[src/rtl/fp_operand_gen.sv]
// Purpose: on-chip source of pseudo-random IEEE-754 single-precision A/B pairs for divider error runs.
// Latency: first pair valid 1 cycle after start is sampled (plus 1 cycle per filtered candidate); at most one pair per 2 cycles.
// Backpressure: a presented pair holds A/B stable with out_valid high until out_ready; the generators pause meanwhile.
module fp_operand_gen #(
    parameter int          XLEN           = 32,
    parameter int          NUM_SAMPLES    = 20000,
    parameter logic [31:0] SEED_A         = 32'h3F800000,
    parameter logic [31:0] SEED_B         = 32'h40490FDB,
    parameter bit          FILTER_SPECIAL = 1'b1,
    parameter int          CNT_W          = 32
) (
    input  logic             clk,
    input  logic             reset,
    input  logic             start,
    input  logic             out_ready,
    output logic             out_valid,
    output logic [XLEN-1:0]  A,
    output logic [XLEN-1:0]  B,
    output logic             busy,
    output logic             done,
    output logic [CNT_W-1:0] sample_count,
    output logic [CNT_W-1:0] rejected_count
);

    // Galois taps for x^32 + x^22 + x^2 + x + 1, right-shifting form.
    localparam logic [XLEN-1:0]  LFSR_MASK   = XLEN'(32'h80200003);
    // An all-zero seed would lock the LFSR at zero forever.
    localparam logic [XLEN-1:0]  SEED_A_EFF  = (SEED_A == 32'd0) ? XLEN'(1) : XLEN'(SEED_A);
    localparam logic [XLEN-1:0]  SEED_B_EFF  = (SEED_B == 32'd0) ? XLEN'(1) : XLEN'(SEED_B);
    localparam logic [CNT_W-1:0] CNT_ONE     = CNT_W'(1);
    localparam logic [CNT_W-1:0] CNT_MAX     = {CNT_W{1'b1}};
    localparam logic [CNT_W-1:0] NUM_SAMP_C  = CNT_W'(NUM_SAMPLES);

    typedef enum logic [1:0] {
        IDLE = 2'd0,
        GEN  = 2'd1,
        HOLD = 2'd2,
        DONE = 2'd3
    } state_t;

    state_t          state_q;
    state_t          state_d;
    logic [XLEN-1:0] lfsr_a;
    logic [XLEN-1:0] lfsr_b;
    logic [XLEN-1:0] next_a;
    logic [XLEN-1:0] next_b;
    logic            reject;
    logic            handshake;
    logic            last_sample;
    logic            clear_counts;
    logic            accept_cand;

    function automatic logic [XLEN-1:0] lfsr_step(input logic [XLEN-1:0] cur);
        return cur[0] ? ((cur >> 1) ^ LFSR_MASK) : (cur >> 1);
    endfunction

    // Zero exponent covers zero/denormal, all-ones covers inf/NaN.
    function automatic logic is_special(input logic [XLEN-1:0] v);
        return (v[30:23] == 8'h00) || (v[30:23] == 8'hFF);
    endfunction

    // Candidate pair and handshake qualifiers derived from current state.
    always_comb begin
        next_a       = lfsr_step(lfsr_a);
        next_b       = lfsr_step(lfsr_b);
        reject       = FILTER_SPECIAL && (is_special(next_a) || is_special(next_b));
        accept_cand  = (state_q == GEN) && !reject;
        handshake    = (state_q == HOLD) && out_ready;
        last_sample  = (sample_count + CNT_ONE) == NUM_SAMP_C;
        clear_counts = start && ((state_q == IDLE) || (state_q == DONE));
    end

    // State register.
    always_ff @(posedge clk or negedge reset) begin
        if (!reset) begin
            state_q <= IDLE;
        end else begin
            state_q <= state_d;
        end
    end

    // Next-state: start only matters when not running; HOLD leaves only on a handshake.
    always_comb begin
        state_d = state_q;
        case (state_q)
            IDLE: if (start)       state_d = GEN;
            GEN:  if (!reject)     state_d = HOLD;
            HOLD: if (out_ready)   state_d = last_sample ? DONE : GEN;
            DONE: if (start)       state_d = GEN;
            default:               state_d = IDLE;
        endcase
    end

    // Both generators advance together, once per candidate, and only while generating.
    always_ff @(posedge clk or negedge reset) begin
        if (!reset) begin
            lfsr_a <= SEED_A_EFF;
            lfsr_b <= SEED_B_EFF;
        end else if (state_q == GEN) begin
            lfsr_a <= next_a;
            lfsr_b <= next_b;
        end
    end

    // Output pair register; A/B keep the last pair after the handshake and in DONE.
    always_ff @(posedge clk or negedge reset) begin
        if (!reset) begin
            A         <= '0;
            B         <= '0;
            out_valid <= 1'b0;
        end else if (accept_cand) begin
            A         <= next_a;
            B         <= next_b;
            out_valid <= 1'b1;
        end else if (handshake) begin
            out_valid <= 1'b0;
        end
    end

    // Per-run counters; rejected_count saturates, sample_count stops at NUM_SAMPLES by construction.
    always_ff @(posedge clk or negedge reset) begin
        if (!reset) begin
            sample_count   <= '0;
            rejected_count <= '0;
        end else if (clear_counts) begin
            sample_count   <= '0;
            rejected_count <= '0;
        end else begin
            if ((state_q == GEN) && reject && (rejected_count != CNT_MAX)) begin
                rejected_count <= rejected_count + CNT_ONE;
            end
            if (handshake) begin
                sample_count <= sample_count + CNT_ONE;
            end
        end
    end

    assign busy = (state_q == GEN) || (state_q == HOLD);
    assign done = (state_q == DONE);

endmodule

[config.mk]
export PLATFORM = sky130hd
export DESIGN_NAME = fp_operand_gen
export DESIGN_NICKNAME = d
export VERILOG_FILES = /design/src/rtl/fp_operand_gen.sv
export SDC_FILE = /design/constraint.sdc
export NUM_CORES = 1
export LEC_CHECK = 0
export ABC_AREA = 1
export BUFFER_PORTS_ARGS = -buffer_cell sky130_fd_sc_hd__buf_2
export CAP_MARGIN = 5
export CORE_AREA = 2 2 197 199
export CTS_CLUSTER_DIAMETER = 40
export DETAILED_ROUTE_END_ITERATION = 8
export DIE_AREA = 0 0 199 201
export PLACE_DENSITY = 0.47
export RECOVER_POWER = 100
export SYNTH_ARGS = -nofsm -noshare
export SYNTH_HDL_FRONTEND = slang
export SYNTH_SLANG_ARGS = --single-unit
[constraint.sdc]
create_clock -name clk -period 2.4 [get_ports clk]
set_input_delay 0.48 -clock clk [delete_from_list [all_inputs] [get_ports clk]]
set_output_delay 0.48 -clock clk [all_outputs]
set_load 0.1 [all_outputs]
==> results.txt, run 1 <==
Critical path peak fanout: 5
Aggregate global-route resource usage: 0.133
Crit path max-delay cell type: dfrtp_1
Syn nets: 1178
Vias in the first global route: 7635
Fin Clk Skew: 12.9 ps
Hold-fix buffers, CTS: 0
H-tree depth: 4
Failing checks: capacitance limit, slew limit
Clock buffer depth: 2
CP most frequent cell: inv_1
Synth area leaders: dfrtp_1 46%, nand2_1 14%, o21ai_0 7.7%, dfstp_2 5.9%, inv_1 5.2%
Synth unique cells: 35
Vias/cell: 4.34
Number of max-cap violations: 1
Dpl ws: 307 ps
Outcome: finished with violations
PnR worst setup slack: 184 ps
CTS root buffer: clkbuf_16
Critical path's largest stage delay: 460 ps
DRC errors left: 0
CP required: 1920 ps
Post-DP HPWL: 18600 µm
Mapped cell area: 9390 µm²
Kind of start point of the critical path: flip-flop
Critical path cell sequence: inv_1, ha_1, inv_1, clkbuf_4
Sequential fraction of the synthesis area: 0.522
Hold path endpoint: sample_count[1]
WL/cell: 14.2 µm
Worst Reg-to-Reg Cells: 13
Hold_ws: 477 ps
Setup TNS: 0 ps
Clock Sinks: 195
Clk pin slew, worst setup/hold paths: 80 ps
Reg2Reg Capture Point: rejected_count[6]
Hold Path Class: in2reg
Total core area: 38100 µm²
Min-Delay Path Depth: 4
Final #Nets: 1310
Grt ovf: 0
Syn-to-layout area delta: 20.6%
Crit-path leading delay family: buffers and inverters
Post-DRT Antenna Nets: 0
Slew Limit Fails: 63
Total setup buffers inserted after CTS: 0
Worst-skew pair later-pin latency: 450 ps
Via count: 7960
Worst reg2reg startpoint: rejected_count[1]
Synthesized area per cell: 8.04 µm²
Critical hold path startpoint: start
Final min period: 2220 ps
Register Area: 4910 µm²
F_max: 451 MHz
Synth area leader: dfrtp_1
Final setup viols: 0
Initial antenna violation count: 2
Multi-input gate area: 3790 µm²
Post-Route WL: 26000 µm
First-pass GRT wire length: 41700 µm
Die height: 201 µm
Io pins: 135
Row count: 72
CTS Buf Count: 17
Largest net degree at the start of global routing: 74
Final hold viol count: 0
TritonCTS clock tree: yes
Post-Syn Instances: 1168
Flops & latches, synth: 195
Crit Path Class: reg2out
Starting Density: 0.246
RSZ-0062 raised after global routing: no
Fill count: 4141
Pwr Density: 1320 nW/µm²
Pleak: 5.07 nW
Routability Congestion: 0.880
VDD IR max: 0.000923 V
Crit path capture type: primary output
Endpoint arrival time on the critical path: 1740 ps
Fin crit share: 0.923
First-pass DRT Iterations: 5
Die W: 199 µm
Yosys warnings: 0
Share of layout cells above drive strength 1: 0.177
Drt first-iter violations: 399
Crit path buffers/inverters: 3
Setup slack, reg-to-reg: 270 ps
Port bufs: 134
Relative max-transition margin: -0.230
Die Area: 40000 µm²
Worst-margin pin slew: 1850 ps
Area share of the largest cell type after synthesis: 0.464
## cells in the mapped netlist
| master | number |
|---|---|
| o22ai_1 | 8 |
| buf_8 | 1 |
| nand4_1 | 21 |
| nor2_1 | 92 |
| buf_6 | 3 |
| nor4_1 | 6 |
| nor2_2 | 6 |
| nand3_1 | 57 |
| ha_1 | 6 |
| nand3_2 | 1 |
| inv_1 | 130 |
| o21ai_1 | 9 |
| mux2_2 | 2 |
| dfrtp_1 | 174 |
| o22a_1 | 1 |
| clkinv_1 | 1 |
| a21oi_1 | 9 |
| nor3_1 | 13 |
| nor3b_1 | 1 |
| xnor2_1 | 12 |
| o211ai_1 | 2 |
| inv_2 | 3 |
| nand2_1 | 355 |
| buf_1 | 6 |
| nor2_8 | 1 |
| o21ai_0 | 145 |
| clkbuf_1 | 24 |
| o31ai_1 | 12 |
| o21bai_1 | 1 |
| nor2_4 | 6 |
| dfstp_2 | 21 |
| xor2_1 | 21 |
| buf_2 | 10 |
| nand2_2 | 6 |
| nor3_2 | 2 |
## per-stage QoR
stage / util / instances / total power [W] / instance area (µm²)
floorplan: - / 1168 / 0.0105 / 9400
global placement: 0.283 / 1799 / 0.0121 / 10800
detailed placement: 0.283 / 1799 / 0.0122 / 10800
CTS: 0.298 / 1831 / 0.0152 / 11400
global route: 0.297 / 1833 / 0.0159 / 11300
finish: 0.297 / 1833 / 0.0149 / 11300
## worst reg2reg max path, stage by stage, from the launching register on
cell and delay (ps):
dfrtp_2 390, ha_1 200, inv_1 80, nor3_1 250, inv_2 120, nor2_4 110
inv_1 70, nor2_4 90, nand2_1 80, nand3_2 120, buf_12 210, nor2_2 70
o21ai_0 150, nor2_1 60
## worst max-delay path by stage
| stage | startpoint | cells past startpoint | to |
|---|---|---|---|
| after floorplan | rejected_count[3] | 12 | rejected_count[22] |
| after global placement | lfsr_b[30] | 8 | B[22] |
| after detailed placement | state_q[0] | 8 | sample_count[21] |
| after CTS | state_q[0] | 4 | busy |
| after global routing | rejected_count[1] | 13 | rejected_count[2] |
| final | state_q[0] | 4 | busy |
## layout make-up
type,instances,area share
multi-input combinational,795,0.334
timing repair buffer,157,0.0778
sequential,195,0.434
inverter,134,0.0444
clock buffer,20,0.0403
tap,518,0.0572
clock inverter,12,0.0117
antenna,2,0.000442
## power by group
| group | switching [W] | internal [W] | total (W) |
|---|---|---|---|
| logic | 0.00585 | 0.00124 | 0.00710 |
| registers | 0.000627 | 0.00427 | 0.00490 |
| clock network | 0.00146 | 0.00145 | 0.00292 |
| total | 0.00794 | 0.00697 | 0.0149 |
## state kept, by name, indices dropped and copies added, names as in the netlist
register	cells
lfsr_b	32
state_q	2
out_valid	1
A	32
lfsr_a	32
B	32
sample_count	32
rejected_count	32
## what timing repair did
action | in CTS | in global routing
resized for setup | 0 | 1
endpoints found under the setup margin | 0 | 1
hold endpoints to repair | 0 | 0
## layout by cell type, fill, tap and decap left out, drive strengths merged, types with 8 or more instances in the layout
cell type	instances
a21oi	9
o21ai	154
buf	18
nor3	15
nand2	361
inv	141
dfrtp	174
o31ai	12
dfstp	21
nand3	58
clkbuf	159
xnor2	12
o22ai	8
xor2	21
nand4	21
nor2	105
## metal layers
metal / global-route usage / up-vias / routed length (µm)
li1: - / 4003 / -
met1: 0.184 / 3762 / 12500
met2: 0.203 / 160 / 11800
met3: 0.0257 / 35 / 1180
met4: 0.0517 / 0 / 543
met5: 0 / - / 0
## cells by family (layout without fill, tap and decap cells)
group,Yosys count,after routing,synth area share
buffers and inverters,178,323,0.0761
adder cells (fa/ha/maj),6,6,0.00799
other,0,2,0
multiplexers,2,2,0.00240
AND/OR/NAND/NOR,567,567,0.255
XOR/XNOR,33,33,0.0308
flip-flops,195,195,0.522
AO/OA/AOI/OAI,187,187,0.105
Note: power is estimated with default switching activity, not from simulation.
==> run 2, diff against run 1 <==
--- a/config.mk
+++ b/config.mk
@@ -12,7 +12,7 @@
 export CTS_CLUSTER_DIAMETER = 40
 export DETAILED_ROUTE_END_ITERATION = 8
 export DIE_AREA = 0 0 199 201
-export PLACE_DENSITY = 0.47
+export PLACE_DENSITY = 0.43
 export RECOVER_POWER = 100
 export SYNTH_ARGS = -nofsm -noshare
 export SYNTH_HDL_FRONTEND = slang
==> results.txt, run 2 (same netlist as run 1, synthesis figures left out) <==
Share of layout cells above drive strength 1: 0.173 (-0.00481)
Aggregate global-route resource usage: 0.136 (+0.00304)
Final cell count without fillers: 1827 (-0.33%)
Hold Path Class: in2reg
Fin Clk Skew: 13.1 ps (+0.148 ps)
Pwr Density: 1310 nW/µm² (-0.54%)
Critical hold path startpoint: out_ready
WL/cell: 14.3 µm (+0.63%)
Die Area: 40000 µm² (unchanged)
CTS Buf Count: 17 (unchanged)
Worst reg2reg startpoint: state_q[1]
Port bufs: 134 (unchanged)
Largest net degree at the start of global routing: 90 (+22%)
DRC errors left: 0 (unchanged)
Syn-to-layout area delta: 20.2%
Number of max-cap violations: 0 (-1)
Outcome: finished clean
Clock power frac: 0.194 (-0.002)
Tot Pwr: 0.0148 W (-0.83%)
Clk pin slew, worst setup/hold paths: 80 ps (about the same)
Post-DP HPWL: 18800 µm (+0.97%)
Fill count: 4155 (+0.34%)
First-pass DRT Iterations: 5 (unchanged)
Clock buffer depth: 2 (unchanged)
Worst Reg-to-Reg Cells: 4 (-9)
Post-DRT Antenna Nets: 0 (unchanged)
Ant. Diodes: 0 (-2)
Crit path capture type: primary output
Final setup viols: 0 (unchanged)
Sequential power share: 0.328 (about the same)
Worst-margin pin slew: 1160 ps (-685 ps)
Worst-skew pair later-pin latency: 450 ps (about the same)
F_max: 453 MHz (+0.39%)
Pleak: 5.05 nW (-0.36%)
Commonest non-fill, non-tap cell in the layout: nand2_1
VDD IR max: 0.000704 V (-24%)
Min-Delay Path Depth: 5 (+1)
RSZ-0062 raised after global routing: no
CP required: 1920 ps (about the same)
Final min period: 2210 ps (-8.53 ps)
Total core area: 38100 µm² (unchanged)
Post-DP Area: 10800 µm² (-0.12%)
Placed insts: 1794 (-0.28%)
Relative max-transition margin: 0.230 (+0.460)
Final #Nets: 1306 (-0.31%)
CTS root buffer: clkbuf_16
Clock Sinks: 195 (unchanged)
Most frequent cells in the layout: 354 x nand2_1, 170 x dfrtp_1, 153 x o21ai_0
First-pass GRT wire length: 42600 µm (+2.0%)
TritonCTS clock tree: yes
Post-route cell area: 11300 µm² (-0.30%)
Slew Limit Fails: 0 (-100%)
Internal power: 0.00686 W (-1.5%)
Setup slack, reg-to-reg: 220 ps (-50 ps)
Sw frac: 0.536 (+0.00329)
Vias in the first global route: 7729 (+1.2%)
Critical path peak fanout: 5 (unchanged)
Starting Density: 0.246 (unchanged)
Fin crit share: 0.920 (-0.00355)
Vias/cell: 4.32 (-0.62%)
Reg2Reg Capture Point: lfsr_a[1]
Io pins: 135 (unchanged)
Crit Path Class: reg2out
Routability Congestion: 0.866 (-1.6%)
Initial antenna violation count: 0 (-2)
H-tree depth: 4 (unchanged)
Final hold viol count: 0 (unchanged)
Gate power share: 0.478 (+0.002)
Via count: 7885 (-0.94%)
Sw Pwr: 0.00793 W (-0.22%)
Kind of start point of the critical path: flip-flop
Grt ovf: 0 (unchanged)
Post-Route WL: 26000 µm (+0.30%)
Endpoint arrival time on the critical path: 1730 ps (about the same)
Hold path endpoint: sample_count[1]
Drt first-iter violations: 404 (+1.3%)
Row count: 72 (unchanged)
Die W: 199 µm (unchanged)
Setup TNS: 0 ps (unchanged)
Die height: 201 µm (unchanged)
## run 2: changes by cell type in the layout (fill, tap and decap cells not counted), sizes merged
cell | before | now
buf | 18 | 16
diode | 2 | 0
dlygate4sd3 | 0 | 1
clkbuf | 159 | 153
inv | 141 | 139
clkinvlp | 0 | 1
clkinv | 5 | 9
## run 2: area by class of cell
class | count | area, µm² | area share
repair buffers | 153 | 871 | 0.0771
flip-flops and latches | 195 | 4910 | 0.435
inverters | 134 | 503 | 0.0446
clock buffers | 17 | 425 | 0.0377
well taps | 518 | 648 | 0.0574
clock inverters | 15 | 163 | 0.0144
multi-input cells | 795 | 3770 | 0.334
## run 2: metal layers
layer	vias to the layer above	GRT usage	routed length [µm]
met2	156	0.207	11600
met1	3718	0.190	12600
met5	-	0	0
li1	3981	-	-
met4	0	0.0482	495
met3	30	0.0291	1290
## run 2: how the worst max path moves through the flow
stage	startpoint	to	slack, ps	cells after the start
final	state_q[0]	busy	190	4
after global routing	rejected_count[2]	rejected_count[17]	20	10
after CTS	state_q[0]	busy	20	4
after detailed placement	rejected_count[1]	rejected_count[2]	260	12
after global placement	state_q[0]	rejected_count[2]	330	7
after floorplan	rejected_count[3]	rejected_count[22]	60	12
## run 2: what timing repair did
item | 4_1_cts | 5_1_grt
endpoints found under the setup margin | 0 | 1
hold buffers | 1 | 0
resized for setup | 0 | 1
endpoints found under the hold margin | 33 | 0
setup buffers | 0 | 0
## run 2: worst max-delay path, cell delays in order, from the launching register on
cell	delay [ps]
dfrtp_1	430
inv_1	60
ha_1	300
inv_1	140
clkbuf_4	350
## run 2: per-stage QoR
step	hold WS [ps]	worst slack (ps)	util
final	459	192	0.296
after global routing	506	21.4	0.296
after CTS	444	19.5	0.298
after detailed placement	448	263	0.282
after global placement	448	330	0.282
after floorplan	184	56.2	-
## run 2: power by group through the flow
stage                     registers [W]  clock network (W)  logic [W]
final                           0.00485            0.00287    0.00706
after global routing            0.00499            0.00314    0.00768
after CTS                       0.00485            0.00300    0.00728
after detailed placement        0.00491                  0    0.00726
after global placement          0.00490                  0    0.00723
after floorplan                 0.00782                  0    0.00265
==> run 3, diff against run 2 <==
--- a/config.mk
+++ b/config.mk
@@ -6,13 +6,13 @@
 export NUM_CORES = 1
 export LEC_CHECK = 0
 export ABC_AREA = 1
-export BUFFER_PORTS_ARGS = -buffer_cell sky130_fd_sc_hd__buf_2
+export BUFFER_PORTS_ARGS = -buffer_cell sky130_fd_sc_hd__buf_4
 export CAP_MARGIN = 5
-export CORE_AREA = 2 2 197 199
+export CORE_AREA = 2 2 135 164
 export CTS_CLUSTER_DIAMETER = 40
 export DETAILED_ROUTE_END_ITERATION = 8
-export DIE_AREA = 0 0 199 201
-export PLACE_DENSITY = 0.43
+export DIE_AREA = 0 0 137 166
+export PLACE_DENSITY = 0.66
 export RECOVER_POWER = 100
 export SYNTH_ARGS = -nofsm -noshare
 export SYNTH_HDL_FRONTEND = slang
==> results.txt, run 3 (same netlist as run 1, synthesis figures left out) <==
Initial antenna violation count: 0 (unchanged)
Hold Path Class: reg2reg
Crit. Startpoint: state_q[0]
Failing checks: capacitance limit, slew limit
Clk pin slew, worst setup/hold paths: 80 ps (about the same)
DRC errors left: 0 (unchanged)
Total setup buffers inserted after CTS: 0 (unchanged)
H-tree depth: 4 (unchanged)
Grt met1 use: 0.280 (+0.0897)
Share of layout cells above drive strength 1: 0.179 (+0.00639)
Outcome: finished with violations
VDD IR max: 0.000950 V (+35%)
Grt ovf: 0 (unchanged)
Drt first-iter violations: 467 (+16%)
Vias/cell: 5.06 (+17%)
Die W: 137 µm (-31%)
WL/cell: 14.4 µm (+1.0%)
TritonCTS clock tree: yes
Final cell count without fillers: 1581 (-13%)
Post-DP HPWL: 16500 µm (-12%)
CTS root buffer: clkbuf_16
Final hold viol count: 0 (unchanged)
Slew Limit Fails: 61 (+61)
Kind of start point of the critical path: flip-flop
Post-Route WL: 22800 µm (-13%)
Critical hold path startpoint: lfsr_a[21]
Die Area: 22700 µm² (-43%)
Vias in the first global route: 7531 (-2.6%)
Worst-skew pair later-pin latency: 430 ps (-20 ps)
Most frequent cells in the layout: 354 x nand2_1, 170 x dfrtp_1, 154 x o21ai_0
Fin Clk Skew: 11.0 ps (-2.13 ps)
Number of max-cap violations: 1 (+1)
Hold_ws: 471 ps (+11.8 ps)
Top Usage Layer GRT: met2
Post-route cell area: 11000 µm² (-2.4%)
Pwr Density: 1340 nW/µm² (+2.5%)
Relative max-transition margin: -0.163 (-0.393)
Placed insts: 1549 (-14%)
Setup TNS: 0 ps (unchanged)
Syn-to-layout area delta: 17.3%
Die height: 166 µm (-17%)
RSZ-0062 raised after global routing: no
Post-DP Area: 10800 µm² (+0.19%)
Aggregate global-route resource usage: 0.207 (+0.0712)
Crit Path Class: reg2out
Post-DRT Antenna Nets: 0 (unchanged)
Fin crit share: 0.925 (+0.00533)
Row count: 59 (-18%)
CP required: 1920 ps (about the same)
Commonest non-fill, non-tap cell in the layout: nand2_1
Final setup viols: 0 (unchanged)
Ant. Diodes: 0 (unchanged)
Critical path peak fanout: 5 (unchanged)
Port bufs: 134 (unchanged)
F_max: 450 MHz (-0.58%)
Final #Nets: 1304 (-0.15%)
Pleak: 5.07 nW (+0.43%)
Crit path capture type: primary output
First-pass DRT Iterations: 5 (unchanged)
Endpoint arrival time on the critical path: 1740 ps (about the same)
Via count: 8004 (+1.5%)
Worst reg2reg startpoint: state_q[0]
First-pass GRT wire length: 37700 µm (-11%)
Routability Congestion: 0.943 (+8.9%)
CTS Buf Count: 17 (unchanged)
Clock Sinks: 195 (unchanged)
Io pins: 135 (unchanged)
Starting Density: 0.442 (+0.195)
Fill count: 2161 (-48%)
GRT met3 Usage: 0.0440 (+0.0149)
Largest net degree at the start of global routing: 107 (+19%)
Clock buffer depth: 2 (unchanged)
Worst-margin pin slew: 1740 ps (+584 ps)
Final min period: 2220 ps (+12.8 ps)
M2 GR Usage: 0.329 (+0.122)
Total core area: 21300 µm² (-44%)
run 3: final timing paths:
check	to	slack [ps]	cells after the start
min	lfsr_a[20]	470	2
max	busy	180	4
max reg2reg	sample_count[22]	250	8
min in group asynchronous	A[8]	490	1
min reg2reg	lfsr_a[20]	470	2
max in group asynchronous	A[2]	460	2
run 3: timing repair:
| item | in CTS | in global routing |
|---|---|---|
| resized for setup | 0 | 1 |
| endpoints found under the setup margin | 0 | 9 |
| hold buffers | 0 | 0 |
run 3: metrics by stage:
step,utilization,power (W),setup slack [ps]
final,0.518,0.0148,179
after global placement,0.507,0.0122,272
after floorplan,-,0.0105,56.2
after CTS,0.536,0.0153,163
after global routing,0.518,0.0157,36.4
after detailed placement,0.507,0.0122,207
run 3: layout make-up:
class	count	area (µm²)	area share
flip-flops and latches	195	4910	0.446
multi-input cells	795	3780	0.344
repair buffers	151	855	0.0776
inverters	134	503	0.0457
clock buffers	20	457	0.0415
well taps	274	343	0.0311
clock inverters	12	161	0.0147
run 3: worst max-delay path, stage by stage, from the launching register on:
cell	delay, ps
dfrtp_1	420
inv_1	60
ha_1	310
inv_1	150
clkbuf_4	360
run 3: layer usage:
layer	up-vias	routed length (µm)	share of wire
met5	-	0	0
met4	0	517	0.023
met3	36	1200	0.053
met2	198	10900	0.48
met1	3786	10100	0.44
li1	3984	-	-
run 3: where the power goes:
group / switching (W) / internal, W / total [W]
Clock: 0.00134 / 0.00164 / 0.00298
Sequential: 0.000598 / 0.00427 / 0.00487
Combinational: 0.00572 / 0.00120 / 0.00693
